<file path="src/rtl/instr_stream_gen.sv">
`timescale 1ns/1ps
// instr_stream_gen: seedable RV32 random instruction stream generator.
// Latency: a start sampled at edge t shows its first bundle in cycle t+1, then
//   one bundle per accepted handshake (ISSUE_WIDTH instructions per cycle).
// Backpressure: while out_valid && !out_ready the bundle, lane_valid and all
//   lane LFSRs hold. out_valid depends on registered state only.
//
// Ports:
//   clk           rising-edge clock for all state
//   reset         synchronous, active-high
//   start         begin a run (sampled only in IDLE)
//   num_instr     instruction count, sampled with start
//   out_valid     bundle valid (state RUN)
//   out_ready     consumer accepts the current bundle
//   instr_out     lane i at bits [32i+31:32i]
//   lane_valid    per-lane valid; the final bundle may be partial
//   busy          state is RUN
//   done          one-cycle pulse after the final handshake
//   issued_count  instructions accepted in the current/last run
//
// Optional build macro ISG_HAZARD_EN: for lanes i>0, when the lane's hash bit
//   (r[0]^r[8]^r[16]^r[24]) is set and lane i-1 is valid, rs1 is forced to
//   lane i-1's rd, injecting intra-bundle RAW hazards. Undefined by default.

module instr_stream_gen #(
  parameter int          ISSUE_WIDTH = 2,
  parameter int          CNT_W       = 16,
  parameter logic [31:0] SEED        = 32'hACE1_2468,
  parameter int          TH_LOAD     = 26,
  parameter int          TH_STORE    = 51,
  parameter int          TH_JAL      = 77,
  parameter int          TH_BR       = 154,
  parameter int          TH_IIMM     = 205
) (
  input  logic                     clk,
  input  logic                     reset,
  input  logic                     start,
  input  logic [CNT_W-1:0]         num_instr,
  output logic                     out_valid,
  input  logic                     out_ready,
  output logic [32*ISSUE_WIDTH-1:0] instr_out,
  output logic [ISSUE_WIDTH-1:0]   lane_valid,
  output logic                     busy,
  output logic                     done,
  output logic [CNT_W-1:0]         issued_count
);

  // FSM encoding
  localparam logic [1:0] S_IDLE = 2'd0;
  localparam logic [1:0] S_RUN  = 2'd1;
  localparam logic [1:0] S_DONE = 2'd2;

  // Galois LFSR feedback taps (shift right)
  localparam logic [31:0] LFSR_TAPS = 32'h8020_0003;
  // Per-lane seed spreading constant (golden-ratio increment)
  localparam logic [31:0] LANE_SPREAD = 32'h9E37_79B9;

  localparam logic [CNT_W-1:0] IW_CNT = CNT_W'(ISSUE_WIDTH);

  // RV32 major opcodes
  localparam logic [6:0] OP_LOAD  = 7'b0000011;
  localparam logic [6:0] OP_STORE = 7'b0100011;
  localparam logic [6:0] OP_JAL   = 7'b1101111;
  localparam logic [6:0] OP_BR    = 7'b1100011;
  localparam logic [6:0] OP_IIMM  = 7'b0010011;
  localparam logic [6:0] OP_RTYPE = 7'b0110011;

  logic [1:0]       state;
  logic [CNT_W-1:0] remaining;
  logic [31:0]      lfsr [ISSUE_WIDTH];

  // Instructions in the current bundle. In RUN this equals popcount(lane_valid),
  // since lane_valid is a thermometer code of min(remaining, ISSUE_WIDTH).
  logic [CNT_W-1:0] take;
  logic             fire;

  function automatic logic [31:0] lane_seed(input int lane);
    logic [31:0] s;
    s = SEED ^ (32'(lane) * LANE_SPREAD);
    // An all-zero Galois LFSR never leaves zero
    return (s == 32'h0) ? 32'h1 : s;
  endfunction

  function automatic logic [31:0] lfsr_step(input logic [31:0] r);
    return r[0] ? ((r >> 1) ^ LFSR_TAPS) : (r >> 1);
  endfunction

  assign take = (remaining < IW_CNT) ? remaining : IW_CNT;
  assign fire = (state == S_RUN) && out_ready;

  // ---------------------------------------------------------------------------
  // Control and LFSR state
  // ---------------------------------------------------------------------------
  always_ff @(posedge clk) begin
    if (reset) begin
      state        <= S_IDLE;
      remaining    <= '0;
      issued_count <= '0;
      for (int i = 0; i < ISSUE_WIDTH; i++) begin
        lfsr[i] <= lane_seed(i);
      end
    end else begin
      case (state)
        S_IDLE: begin
          if (start) begin
            if (num_instr != '0) begin
              state        <= S_RUN;
              remaining    <= num_instr;
              issued_count <= '0;
              // Reload so every run replays the same deterministic sequence
              for (int i = 0; i < ISSUE_WIDTH; i++) begin
                lfsr[i] <= lane_seed(i);
              end
            end else begin
              state <= S_DONE;
            end
          end
        end

        S_RUN: begin
          if (fire) begin
            issued_count <= issued_count + take;
            remaining    <= remaining - take;
            for (int i = 0; i < ISSUE_WIDTH; i++) begin
              lfsr[i] <= lfsr_step(lfsr[i]);
            end
            if (remaining == take) begin
              state <= S_DONE;
            end
          end
        end

        S_DONE: begin
          state <= S_IDLE;
        end

        default: begin
          state <= S_IDLE;
        end
      endcase
    end
  end

  // ---------------------------------------------------------------------------
  // Status outputs, decoded from registered state only
  // ---------------------------------------------------------------------------
  assign out_valid = (state == S_RUN);
  assign busy      = (state == S_RUN);
  assign done      = (state == S_DONE);

  // ---------------------------------------------------------------------------
  // Per-lane instruction encoding
  // ---------------------------------------------------------------------------
  for (genvar i = 0; i < ISSUE_WIDTH; i++) begin : g_lane
    logic [31:0] r;
    logic [7:0]  sel;
    logic [4:0]  rd;
    logic [4:0]  rs1;
    logic [4:0]  rs2;
    logic [2:0]  funct3;
    logic [6:0]  funct7;
    logic [6:0]  opcode;

    assign r = lfsr[i];

    // Thermometer valid: lane i carries an instruction while i < remaining
    assign lane_valid[i] = (state == S_RUN) && (remaining > CNT_W'(i));

    assign sel    = r[7:0];
    assign rd     = r[12:8];
    assign rs2    = r[22:18];
    assign funct3 = r[25:23];

`ifdef ISG_HAZARD_EN
    if (i > 0) begin : g_hazard
      logic hash;
      assign hash = r[0] ^ r[8] ^ r[16] ^ r[24];
      assign rs1  = (hash && lane_valid[i-1]) ? lfsr[i-1][12:8] : r[17:13];
    end else begin : g_no_hazard
      assign rs1 = r[17:13];
    end
`else
    assign rs1 = r[17:13];
`endif

    // Weighted opcode mix from cumulative thresholds out of 256
    always_comb begin
      opcode = OP_RTYPE;
      if (32'(sel) < TH_LOAD) begin
        opcode = OP_LOAD;
      end else if (32'(sel) < TH_STORE) begin
        opcode = OP_STORE;
      end else if (32'(sel) < TH_JAL) begin
        opcode = OP_JAL;
      end else if (32'(sel) < TH_BR) begin
        opcode = OP_BR;
      end else if (32'(sel) < TH_IIMM) begin
        opcode = OP_IIMM;
      end
    end

    // ADD/SUB, SRL/SRA and SRLI/SRAI only have legal funct7 of 0 or 32
    always_comb begin
      funct7 = {r[31:26], r[0]};
      if (((opcode == OP_RTYPE) && ((funct3 == 3'd0) || (funct3 == 3'd5))) ||
          ((opcode == OP_IIMM) && (funct3 == 3'd5))) begin
        funct7 = r[26] ? 7'd32 : 7'd0;
      end
    end

    // Same field layout for every opcode; unused fields simply carry noise
    assign instr_out[32*i +: 32] = {funct7, rs2, rs1, funct3, rd, opcode};
  end

endmodule

</file>
<file path="config.mk">
export PLATFORM = sky130hd
export DESIGN_NAME = instr_stream_gen
export DESIGN_NICKNAME = d
export VERILOG_FILES = /design/src/rtl/instr_stream_gen.sv
export SDC_FILE = /design/constraint.sdc
export NUM_CORES = 1
export LEC_CHECK = 0
export ABC_CLOCK_PERIOD_IN_PS = 10100
export CAP_MARGIN = 15
export CORE_UTILIZATION = 57
export CTS_CLUSTER_SIZE = 10
export DETAILED_ROUTE_END_ITERATION = 8
export GPL_TIMING_DRIVEN = 0
export HOLD_SLACK_MARGIN = 0.02
export PLACE_DENSITY = 0.95
export SLEW_MARGIN = 20
export SYNTH_ARGS = -nofsm -noshare
export SYNTH_HDL_FRONTEND = slang
export SYNTH_SLANG_ARGS = --single-unit
</file>
<file path="constraint.sdc">
create_clock -name clk -period 10.1 [get_ports clk]
set_clock_uncertainty 0.1 [all_clocks]
set_input_delay 2.02 -clock clk [delete_from_list [all_inputs] [get_ports clk]]
set_output_delay 2.02 -clock clk [all_outputs]
set_load 0.02 [all_outputs]
</file>
======== After elaboration in Yosys (flattened, before gate mapping) ========
Memories as Yosys holds them, arrays and structs flattened.
Index checks and enable logic that the tools add are counted.
W data, S select, Z words.
storage, ports and cells
  register bits ........................... 34
  memory bits (writable) .................. 64
  input port bits ......................... 20
  memories ................................ 1
cells by class
  add/sub/neg operators ................... 2
  order comparisons ....................... 13
  equality and inequality tests ........... 13
  muxes and demuxes ....................... 45
  bitwise operators ....................... 6
  reduce and logical (&&, ||, !) cells .... 18
memories
  name  words  bits a word  rd ports  clocked after memory_dff  write ports  line  source
  lfsr  2      32           2         0                         2            70    logic [31:0] lfsr [ISSUE_WIDTH];
operators by type and width
  cell                   count
  $mux W32               6
  $mux W16               7
  $mux W7                10
  $pmux W16 S2           2
  $gt A16 B1 Y1 const B  2
  $lt A8 B8 Y1 const B   4
  $mux W6                4
  $add A16 B16 Y16       1
  $eq A16 B16 Y1         1
  $lt A16 B2 Y1 const B  1
  $lt A8 B5 Y1 const B   2
  $lt A8 B6 Y1 const B   2
  $lt A8 B7 Y1 const B   2
  $reduce_bool A16 Y1    1
  $sub A16 B16 Y16       1
  $eq A7 B5 Y1 const B   2
  $eq A7 B6 Y1 const B   2
  $mux W1                11
  $mux W2                4
  $not A3 Y4             2
  $logic_and A1 B1 Y1    7
  $eq A3 B3 Y1 const B   2
  $logic_not A3 Y1       2
  $logic_or A1 B1 Y1     4
  10 further kinds       15

======== Longest topological paths before layout ========
An unclocked memory read counts as a cell.
  depth after elaboration ................. 11
  mapped depth ............................ 15
  gate-level depth less buffers ........... 14

======== Least setup slack after synthesis ========
Ideal clock, no wire load.
  path type ............................... input to register
  start point ............................. input num_instr[3]
  end point ............................... memory lfsr[0][0], enable pin
  setup time .............................. 0.543 ns
  arrival ................................. 3.872 ns
  data required time ...................... 9.457 ns
  slack ................................... 5.585 ns
  stages .................................. 5
  path buffers ............................ 0
  cell sequence ........................... nor4_1 > a41oi_1 > and2_1 > nor3b_1 > inv_1
RTL lines
  what             line  source
  start, declared  38    input logic [CNT_W-1:0] num_instr,
  end, declared    70

==> results.json <==
{
  "drtIter0Drc": 331,
  "post-synth-top-area-cell": "edfxtp_1",
  "fin_nets": 726,
  "period_needed_ps": 5250,
  "cts_made_buffers": 9,
  "cp_cell_sequence": "inv_1 -> ha_1 -> nor2_1 -> o31ai_1 -> nor3_1 -> o211ai_1 -> mux2_2 -> clkdlybuf4s50_1",
  "leakage_uw": 0.00256,
  "cp.required_ps": 7980,
  "portBuffers": 99,
  "fin_tns_setup_ps": 0,
  "n_antenna_cell": 0,
  "drc": 0,
  "max_freq_mhz": 191,
  "post_cts.repair.setup_buffers": 0,
  "synth_edf_count": 64,
  "initial_core_util_pct": 58.9,
  "cts_root_buf": "clkbuf_8",
  "fin_ws_ps": 4850,
  "crit_arrival_ps": 3130,
  "dieArea_um2": 9990,
  "whs_path_depth": 2,
  "synth_top_area_share_pct": 35.1,
  "cts_resized": 0,
  "place_ws_ps": 5120,
  "crit_type": "reg -> out",
  "worst-path-max-fanout": 7,
  "synth-seq-cells": 98,
  "viasPerCell": 5.78,
  "start_kind": "flop",
  "maxCapViolCount": 0,
  "relSlewSlack_pct": 47.4,
  "min_path_type": "reg -> reg",
  "antenna_found_initial": 0,
  "grt_pass1_wl_um": 22400,
  "io-pin-count": 105,
  "die_w_um": 100,
  "place_congestion": 0.973,
  "cp-end-kind": "primary output",
  "ant_nets": 0,
  "cts_tree": "done",
  "tightest_slew_ps": 790,
  "syn2layout_area_growth_pct": 25.7,
  "synth.distinct_cells": 58,
  "grt_pass1_vias": 4694,
  "vdd.ir_drop.worst_uv": 98.8,
  "path_clk_slew_ps": 100,
  "die_y_um": 100,
  "synth_area_um2": 5470,
  "synthFlopType": "edfxtp_1",
  "clock_latency_ps": 380,
  "ctsHoldBuffers": 0,
  "rsz0062_at_grt": "no",
  "finalMaxSlewViolations": 0,
  "critPathSlowestCell": "clkdlybuf4s50_1",
  "setup_viol": 0,
  "syn-instance-count": 559,
  "status": "complete, no violations",
  "coreArea_um2": 9280,
  "ys_seq_area_share_pct": 47.6,
  "grt_max_degree": 66,
  "min_from": "remaining[4]",
  "ys_top_cells_by_area": "edfxtp_1 (35%), dfxtp_1 (12%), buf_4 (5.9%)",
  "grtUsageTotal_pct": 28.5,
  "dp.cells": 803,
  "clkSinkCount": 98,
  "post-route-period-util_pct": 51.9,
  "cts_buffer_depth": 2,
  "ff2ff_path_depth": 14,
  "rrSetupSlack_ps": 6200,
  "r2r-end": "issued_count[14]",
  "async_reset_ff_share_pct": 0,
  "grt_overflow": 0,
  "yosys-top-cells-count": "edfxtp_1 (64), and2_1 (49), buf_4 (43), nor2_1 (41), nand2_1 (40)",
  "holdPathEnd": "remaining[4]",
  "synth_most_common_cell": "edfxtp_1",
  "layout-drive-gt1-share_pct": 10.9,
  "yosys_warnings": 0,
  "num_rows": 35,
  "drtPass1Iterations": 5,
  "dp.final_hpwl_um": 9990,
  "r2r-start": "remaining[10]",
  "synth_area_per_cell_um2": 9.79,
  "critical-path-max-stage-delay_ps": 540,
  "h-tree-depth": 3,
  "drt-wirelength-per-cell_um": 16.7,
  "power_density_nw_per_um2": 143,
  "finalNonFillerCells": 819,
  "wl_um": 13700,
  "finalHoldViolCount": 0,
  "num_vias": 4736
}
[placed cells by master (no fill, tap or decap), types with 18 or more instances in the layout]
master / n
a21oi_1: 34
and2_1: 49
buf_4: 43
clkbuf_1: 25
clkdlybuf4s50_1: 99
conb_1: 18
dfxtp_1: 34
edfxtp_1: 64
ha_1: 20
nand2_1: 40
nor2_1: 41
o21ai_0: 23
or3_1: 31
[per-stage QoR]
stage | utilization [%] | total power [uW] | hold slack, ps | cell area (um2)
2_1_floorplan | - | 647 | 340 | 5530
4_1_cts | 74.1 | 979 | 381 | 6880
3_5_place_dp | 72.0 | 737 | 368 | 6690
6_report | 74.1 | 984 | 390 | 6880
3_3_place_gp | 72.0 | 728 | 350 | 6680
5_1_grt | 74.1 | 1020 | 419 | 6880
[cells by family after synthesis]
logic type | synth area share [%]
adders and majority gates | 4.94
DFF | 47.6
muxes | 0.595
and+or+nand+nor | 21.3
other | 0.137
buffers and inverters | 8.97
AOI/OAI and AO/OA | 14.3
xor gates and xnor gates | 2.24
[power breakdown]
part           total (uW)  switching (uW)  internal (uW)
clock                 251             155           96.6
sequential            485            25.6            459
combinational         248             143            105
total                 984             323            661
[per-layer routing]
metal / global-route usage, % / wire length [um] / vias up
met2: 49.5 / 6790 / 210
li1: - / - / 2215
met4: 10.3 / 328 / 0
met3: 4.87 / 867 / 37
met1: 35.9 / 5720 / 2274
met5: 0 / 0 / -
[worst max path at each step]
stage	from	to
after floorplan	num_instr[3]	lfsr[0][0]
after global placement	num_instr[14]	lfsr[0][43]
after global routing	lfsr[0][32]	instr_out[62]
final	lfsr[0][32]	instr_out[62]
after CTS	lfsr[0][32]	instr_out[62]
after detailed placement	num_instr[14]	lfsr[0][44]
[registers in the layout (all words and copies together) (netlist names)]
name	cells
issued_count	16
lfsr	64
remaining	16
state	2
[critical path, delay by kind of cell (launching register included)]
| kind | cells | cell delay [ps] |
|---|---|---|
| flops | 1 | 500 |
| fa+ha+maj | 1 | 160 |
| mux | 1 | 390 |
| simple gates | 2 | 140 |
| buf+inv | 2 | 690 |
| compound gates | 2 | 880 |
[area by class of cell]
class                           count  area [um2]
Timing Repair Buffer               99         991
Clock inverter                      7        67.6
Multi-Input combinational cell    390        2440
Tap cell                          129         161
Sequential cell                    98        2600
Clock buffer                        9         124
Fill cell                         680        2410
Inverter                           17        66.3
Buffer                             70         427
Power figures use the tool's default switching activity.
